===== src/rtl/fft_pkg.sv =====
// Shared types and address helper for the radix-2 DIT FFT sequencer.
package fft_pkg;

    localparam int unsigned N_DEF        = 16;
    localparam int unsigned BFLY_LAT_DEF = 3;

    typedef enum logic [1:0] {
        IDLE  = 2'd0,
        RUN   = 2'd1,
        DRAIN = 2'd2,
        DONE  = 2'd3
    } state_t;

    typedef struct packed {
        logic [31:0] a;
        logic [31:0] b;
        logic [31:0] tw;
    } bfly_t;

    // Operand pair and twiddle index of butterfly k in stage s.
    function automatic bfly_t bfly_addr(input int unsigned log2n,
                                        input int unsigned s,
                                        input int unsigned k);
        int unsigned span;
        int unsigned pos;
        int unsigned grp;
        bfly_t       r;
        span = 32'd1 << s;
        pos  = k & (span - 32'd1);
        grp  = k >> s;
        r.a  = (grp << (s + 32'd1)) | pos;
        r.b  = r.a + span;
        r.tw = pos << (log2n - 32'd1 - s);
        return r;
    endfunction

endpackage


===== src/rtl/fft_addr_delay.sv =====
// Fixed-latency shift register that turns issued read addresses into write-back addresses.
module fft_addr_delay
    import fft_pkg::*;
#(
    parameter int unsigned LAT = 3,
    parameter int unsigned AW  = 4
) (
    input  logic          clk,
    input  logic          rst,
    input  logic          en_i,
    input  logic [AW-1:0] a_i,
    input  logic [AW-1:0] b_i,
    output logic          en_o,
    output logic [AW-1:0] a_o,
    output logic [AW-1:0] b_o
);

    localparam int unsigned W = 1 + 2 * AW;

    logic [W-1:0] pipe_q [LAT];

    always_ff @(posedge clk) begin
        if (rst) begin
            for (int i = 0; i < int'(LAT); i++) begin
                pipe_q[i] <= '0;
            end
        end else begin
            pipe_q[0] <= {en_i, a_i, b_i};
            for (int i = 1; i < int'(LAT); i++) begin
                pipe_q[i] <= pipe_q[i-1];
            end
        end
    end

    assign {en_o, a_o, b_o} = pipe_q[LAT-1];

endmodule


===== src/rtl/fft_ctrl.sv =====
// In-place radix-2 DIT FFT sequencer: stage/butterfly walk, read issue and delayed write-back.
module fft_ctrl
    import fft_pkg::*;
#(
    parameter int unsigned N        = N_DEF,
    parameter int unsigned BFLY_LAT = BFLY_LAT_DEF
) (
    input  logic                          clk,
    input  logic                          rst,
    input  logic                          start_i,
    output logic                          busy_o,
    output logic                          done_o,
    output logic [$clog2($clog2(N))-1:0]  stage_o,
    output logic                          rd_en_o,
    output logic [$clog2(N)-1:0]          rd_addr_a_o,
    output logic [$clog2(N)-1:0]          rd_addr_b_o,
    output logic [$clog2(N)-2:0]          tw_addr_o,
    output logic                          wr_en_o,
    output logic [$clog2(N)-1:0]          wr_addr_a_o,
    output logic [$clog2(N)-1:0]          wr_addr_b_o
);

    localparam int unsigned LOG2N = $clog2(N);
    localparam int unsigned AW    = LOG2N;
    localparam int unsigned TW    = LOG2N - 1;
    localparam int unsigned SW    = $clog2(LOG2N);
    localparam int unsigned KW    = LOG2N - 1;
    localparam int unsigned DW    = $clog2(BFLY_LAT + 1);

    state_t        state_q, state_d;
    logic [SW-1:0] s_q, s_d;
    logic [KW-1:0] k_q, k_d;
    logic [DW-1:0] dcnt_q, dcnt_d;
    logic          busy_q, busy_d;
    logic          done_q, done_d;
    logic          rd_en_q, rd_en_d;
    logic [AW-1:0] rd_a_q, rd_a_d;
    logic [AW-1:0] rd_b_q, rd_b_d;
    logic [TW-1:0] tw_q, tw_d;
    bfly_t         bfly_c;
    logic          unused_hi_c;

    // Next state, counters, and the registered view of the cycle being entered.
    always_comb begin
        state_d = state_q;
        s_d     = s_q;
        k_d     = k_q;
        dcnt_d  = dcnt_q;

        case (state_q)
            IDLE: begin
                if (start_i) begin
                    state_d = RUN;
                    s_d     = '0;
                    k_d     = '0;
                end
            end
            RUN: begin
                if (k_q == KW'(N / 2 - 1)) begin
                    state_d = DRAIN;
                    dcnt_d  = '0;
                end else begin
                    k_d = k_q + KW'(1);
                end
            end
            DRAIN: begin
                if (dcnt_q == DW'(BFLY_LAT - 1)) begin
                    k_d = '0;
                    if (s_q == SW'(LOG2N - 1)) begin
                        state_d = DONE;
                        s_d     = '0;
                    end else begin
                        state_d = RUN;
                        s_d     = s_q + SW'(1);
                    end
                end else begin
                    dcnt_d = dcnt_q + DW'(1);
                end
            end
            DONE: begin
                state_d = IDLE;
            end
            default: begin
                state_d = IDLE;
            end
        endcase

        bfly_c  = bfly_addr(LOG2N, 32'(s_d), 32'(k_d));
        busy_d  = (state_d == RUN) || (state_d == DRAIN);
        done_d  = (state_d == DONE);
        rd_en_d = (state_d == RUN);
        rd_a_d  = rd_en_d ? AW'(bfly_c.a)  : '0;
        rd_b_d  = rd_en_d ? AW'(bfly_c.b)  : '0;
        tw_d    = rd_en_d ? TW'(bfly_c.tw) : '0;
    end

    // Address bits above LOG2N are always zero for legal s, k.
    assign unused_hi_c = ^bfly_c;

    always_ff @(posedge clk) begin
        if (rst) begin
            state_q <= IDLE;
            s_q     <= '0;
            k_q     <= '0;
            dcnt_q  <= '0;
            busy_q  <= 1'b0;
            done_q  <= 1'b0;
            rd_en_q <= 1'b0;
            rd_a_q  <= '0;
            rd_b_q  <= '0;
            tw_q    <= '0;
        end else begin
            state_q <= state_d;
            s_q     <= s_d;
            k_q     <= k_d;
            dcnt_q  <= dcnt_d;
            busy_q  <= busy_d;
            done_q  <= done_d;
            rd_en_q <= rd_en_d;
            rd_a_q  <= rd_a_d;
            rd_b_q  <= rd_b_d;
            tw_q    <= tw_d;
        end
    end

    assign busy_o      = busy_q;
    assign done_o      = done_q;
    assign stage_o     = s_q;
    assign rd_en_o     = rd_en_q;
    assign rd_addr_a_o = rd_a_q;
    assign rd_addr_b_o = rd_b_q;
    assign tw_addr_o   = tw_q;

    fft_addr_delay #(
        .LAT (BFLY_LAT),
        .AW  (AW)
    ) u_dly (
        .clk  (clk),
        .rst  (rst),
        .en_i (rd_en_q),
        .a_i  (rd_a_q),
        .b_i  (rd_b_q),
        .en_o (wr_en_o),
        .a_o  (wr_addr_a_o),
        .b_o  (wr_addr_b_o)
    );

endmodule


===== config.mk =====
export PLATFORM = sky130hd
export DESIGN_NAME = fft_ctrl
export DESIGN_NICKNAME = d
export VERILOG_FILES = /design/src/rtl/fft_pkg.sv /design/src/rtl/fft_addr_delay.sv /design/src/rtl/fft_ctrl.sv
export SDC_FILE = /design/constraint.sdc
export NUM_CORES = 1
export LEC_CHECK = 0
export ABC_AREA = 1
export BUFFER_PORTS_ARGS = -buffer_cell sky130_fd_sc_hd__buf_2
export CORE_AREA = 2 2 86 88
export DETAILED_ROUTE_END_ITERATION = 8
export DIE_AREA = 0 0 88 90
export GPL_TIMING_DRIVEN = 0
export PLACE_DENSITY = 0.45
export SETUP_SLACK_MARGIN = 0.2
export SLEW_MARGIN = 30
export SYNTH_ARGS = -nofsm -noshare
export SYNTH_HDL_FRONTEND = slang
export SYNTH_HIERARCHICAL = 1
export SYNTH_SLANG_ARGS = --single-unit

===== constraint.sdc =====
create_clock -name clk -period 5.8 [get_ports clk]
set_input_delay 0.87 -clock clk [delete_from_list [all_inputs] [get_ports clk]]
set_output_delay 0.87 -clock clk [all_outputs]
set_load 0.02 [all_outputs]

==> reports/results.ini <==
[outcome]
outcome=complete, no violations

[synthesis]
yosysSeqAreaShare_pct=47.6
async_flop_share_pct=0
synth_edf_count=0
yosysWarnings=6
ys_ff_latch=50
avgSynthCellArea_um2=8.40
synth.distinct_cells=31
synth_nets=266
ys.flop_type=dfxtp_1
syn_inst=250
netlist_area_um2=2100

[sta]
fmax_ghz=0.348
rsz0062_at_grt=no
fin_crit_sh_pct=49.6
skew_ns=0.00254
drv_slew=0
finalCriticalPeriod_ns=2.88
finalSetupViolations=0
worst_slew_pin_slew_ns=0.468
fin_ws_ns=2.92
fin_tns_setup_ns=0
maxSlewHeadroom_pct=68.8
finalHoldViolations=0

[placement]
numPortBuffers=27
place.gp.congestion=0.797
dp_slack_ns=2.69
placed_area_um2=2360
hpwl_mm=2.80

[clocking]
cts_tree=done
cts-resized-gates=0
root_buffer=clkbuf_8
clkTransAtPathRegs_ns=0.09
cts_setup_buffers=0
hold_buffers=0
cts_made_buffers=5
clk_latency_ns=0.29
cts_buffer_depth=2
h-tree-depth=2
cts_sinks=50

[global_routing]
grt_pass1_vias=1377
met2_usage_pct=16.2
grt_overflow=0
grt_max_degree=17
grt_pass1_wl_mm=6.15
grt_usage_pct=9.87
use_met1_pct=12.0
use_met3_pct=2.57
busiest_layer=met2
antenna_found_initial=0

[power]
p_leak_nw=1.19
vdd_drop_max_v=0.0000931
p_per_area_nw_per_um2=261
switching_power_mw=0.149
power_frac_clock_pct=37.6
combPwrFrac_pct=7.4
p_int_mw=0.497
total_power_mw=0.646
swShare_pct=23.1
seq_power_share_pct=55.0

[critical_path]
crit_arrival_ns=3.06
critical_path.top_delay_family=adder cells
path_cells=inv_1 -> ha_1 -> nand3_1 -> nand2_2 -> nand2_2 -> nand2_4 -> inv_6 -> ha_1 -> o31ai_2 -> nand3_2 -> nand2_1 -> ha_1 -> nand2_1 -> nand2_1 -> a31oi_1 -> inv_1 -> nand4_1 -> a21oi_1
cp-start-kind=flip-flop
path_max_fanout=10
timing.reg2reg.setup_slack_ns=2.92
rr_worst_depth=18
cp-end-kind=flip-flop
r2r_start=dcnt_q[0]$_SDFFE_PP0P_
required_ns=5.99
critPathLaunch=dcnt_q[0]$_SDFFE_PP0P_
crit_buf_inv=3
worstSetupPathType=reg2reg
max_stage_delay_ns=0.35
reg2reg_to=rd_addr_b_o[3]$_SDFF_PP0_
crit_slowest_cell=ha_1

[finish]
antenna_cells=0
finish.net_count=300
drive_above_1_share_pct=26.0
finalInstanceArea_um2=2470
post-route-util_pct=35.2
area_delta_synth_final_pct=17.7
final_common_cell=dfxtp_1
most-common-layout-cells=dfxtp_1, nor2_1, inv_1

[drt]
vias_per_cell=3.79
finalWirelength_mm=3.49
drtPass1Iterations=4
drtIter0Drc=37
drt.antenna.violating_nets=0
routedWlPerCell_um=9.09
drc=0
vias=1454

[job]
maxCapViolCount=0

[hold_path]
hold_path_end=u_dly/pipe_q[0][12]$_SDFF_PP0_
hold_start=u_dly/pipe_q[0][3]$_SDFF_PP0_
hold_depth=2
hp-class=reg2reg

[floorplan]
core-area_um2=7020
die_h_um=90
die-area_um2=7920
pin_count=28
rows=31
start_util_pct=29.9
die_w_um=88

-- stage by stage --
stage | cells | hold slack [ns]
floorplan | 250 | 0.388
global placement | 376 | 0.389
detailed placement | 376 | 0.392
CTS | 384 | 0.400
global route | 384 | 0.417
finish | 384 | 0.402
-- cell families after synthesis --
logic type,Yosys count,share of synthesized area (%)
buffers and inverters,66,14.5
flip-flops,50,47.6
AND/OR/NAND/NOR,103,23.6
XOR/XNOR,2,0.834
AO/OA/AOI/OAI,16,5.24
adder cells (fa/ha/maj),13,8.10
-- per-layer routing --
metal  wire length, um  vias to the layer above
met5                 0                        -
met4                48                        0
met3               124                        4
met2              1570                       22
met1              1750                      615
li1                  -                      813
-- cells in the mapped netlist, types with 2 or more instances --
| cell | n | share of area [%] |
|---|---|---|
| a211oi_1 | 3 | 1.1 |
| a21oi_1 | 6 | 1.4 |
| buf_4 | 8 | 2.9 |
| buf_6 | 3 | 1.6 |
| dfxtp_1 | 50 | 48 |
| ha_1 | 12 | 7.1 |
| inv_1 | 46 | 8.2 |
| inv_2 | 6 | 1.1 |
| nand2_1 | 26 | 4.6 |
| nand2_2 | 6 | 1.8 |
| nand2_4 | 3 | 1.6 |
| nand3_1 | 9 | 2.1 |
| nand3_2 | 6 | 2.9 |
| nand4_1 | 2 | 0.60 |
| nor2_1 | 46 | 8.2 |
| nor2_2 | 2 | 0.60 |
| xnor2_1 | 2 | 0.83 |
-- how the worst max path moves through the flow --
stage,cells after the start,end,slack (ns)
after floorplan,16,rd_addr_b_o[3]$_SDFF_PP0_,2.99
after global placement,17,rd_addr_b_o[3]$_SDFF_PP0_,2.70
after detailed placement,17,rd_addr_b_o[3]$_SDFF_PP0_,2.69
after CTS,18,rd_addr_b_o[3]$_SDFF_PP0_,2.89
after global routing,18,rd_addr_b_o[3]$_SDFF_PP0_,2.66
final,18,rd_addr_b_o[3]$_SDFF_PP0_,2.92
-- power by group through the flow --
stage | clock network, mW | registers, mW | logic, mW
2_1_floorplan | 0 | 0.367 | 0.0321
3_3_place_gp | 0 | 0.363 | 0.0484
3_5_place_dp | 0 | 0.363 | 0.0487
4_1_cts | 0.252 | 0.355 | 0.0489
5_1_grt | 0.267 | 0.356 | 0.0559
6_report | 0.243 | 0.355 | 0.0479
-- worst reg2reg max path, cell delays in order, from the launching register on --
cell and delay, ns:
dfxtp_1 0.31, inv_1 0.08, ha_1 0.28, nand3_1 0.12, nand2_2 0.10, nand2_2 0.06
nand2_4 0.15, inv_6 0.07, ha_1 0.35, o31ai_2 0.28, nand3_2 0.10, nand2_1 0.08
ha_1 0.26, nand2_1 0.08, nand2_1 0.05, a31oi_1 0.18, inv_1 0.06, nand4_1 0.08
a21oi_1 0.06
-- layout make-up --
class,count,area [um^2]
tap,99,124
inverter,54,208
clock buffer,5,68.8
timing repair buffer,27,135
multi-input combinational,134,795
fill,751,4550
clock inverter,3,43.8
sequential,50,1000
buffer,12,97.6
-- registers in the layout (all words and copies together) (netlist names) --
name	flops
tw_addr_o	3
done_o	1
rd_addr_b_o	4
busy_o	1
dcnt_q	2
rd_addr_a_o	4
k_q	3
stage_o	2
state_q	2
u_dly/pipe_q	27
rd_en_o	1
No activity file was read; power rests on OpenSTA's default activity.
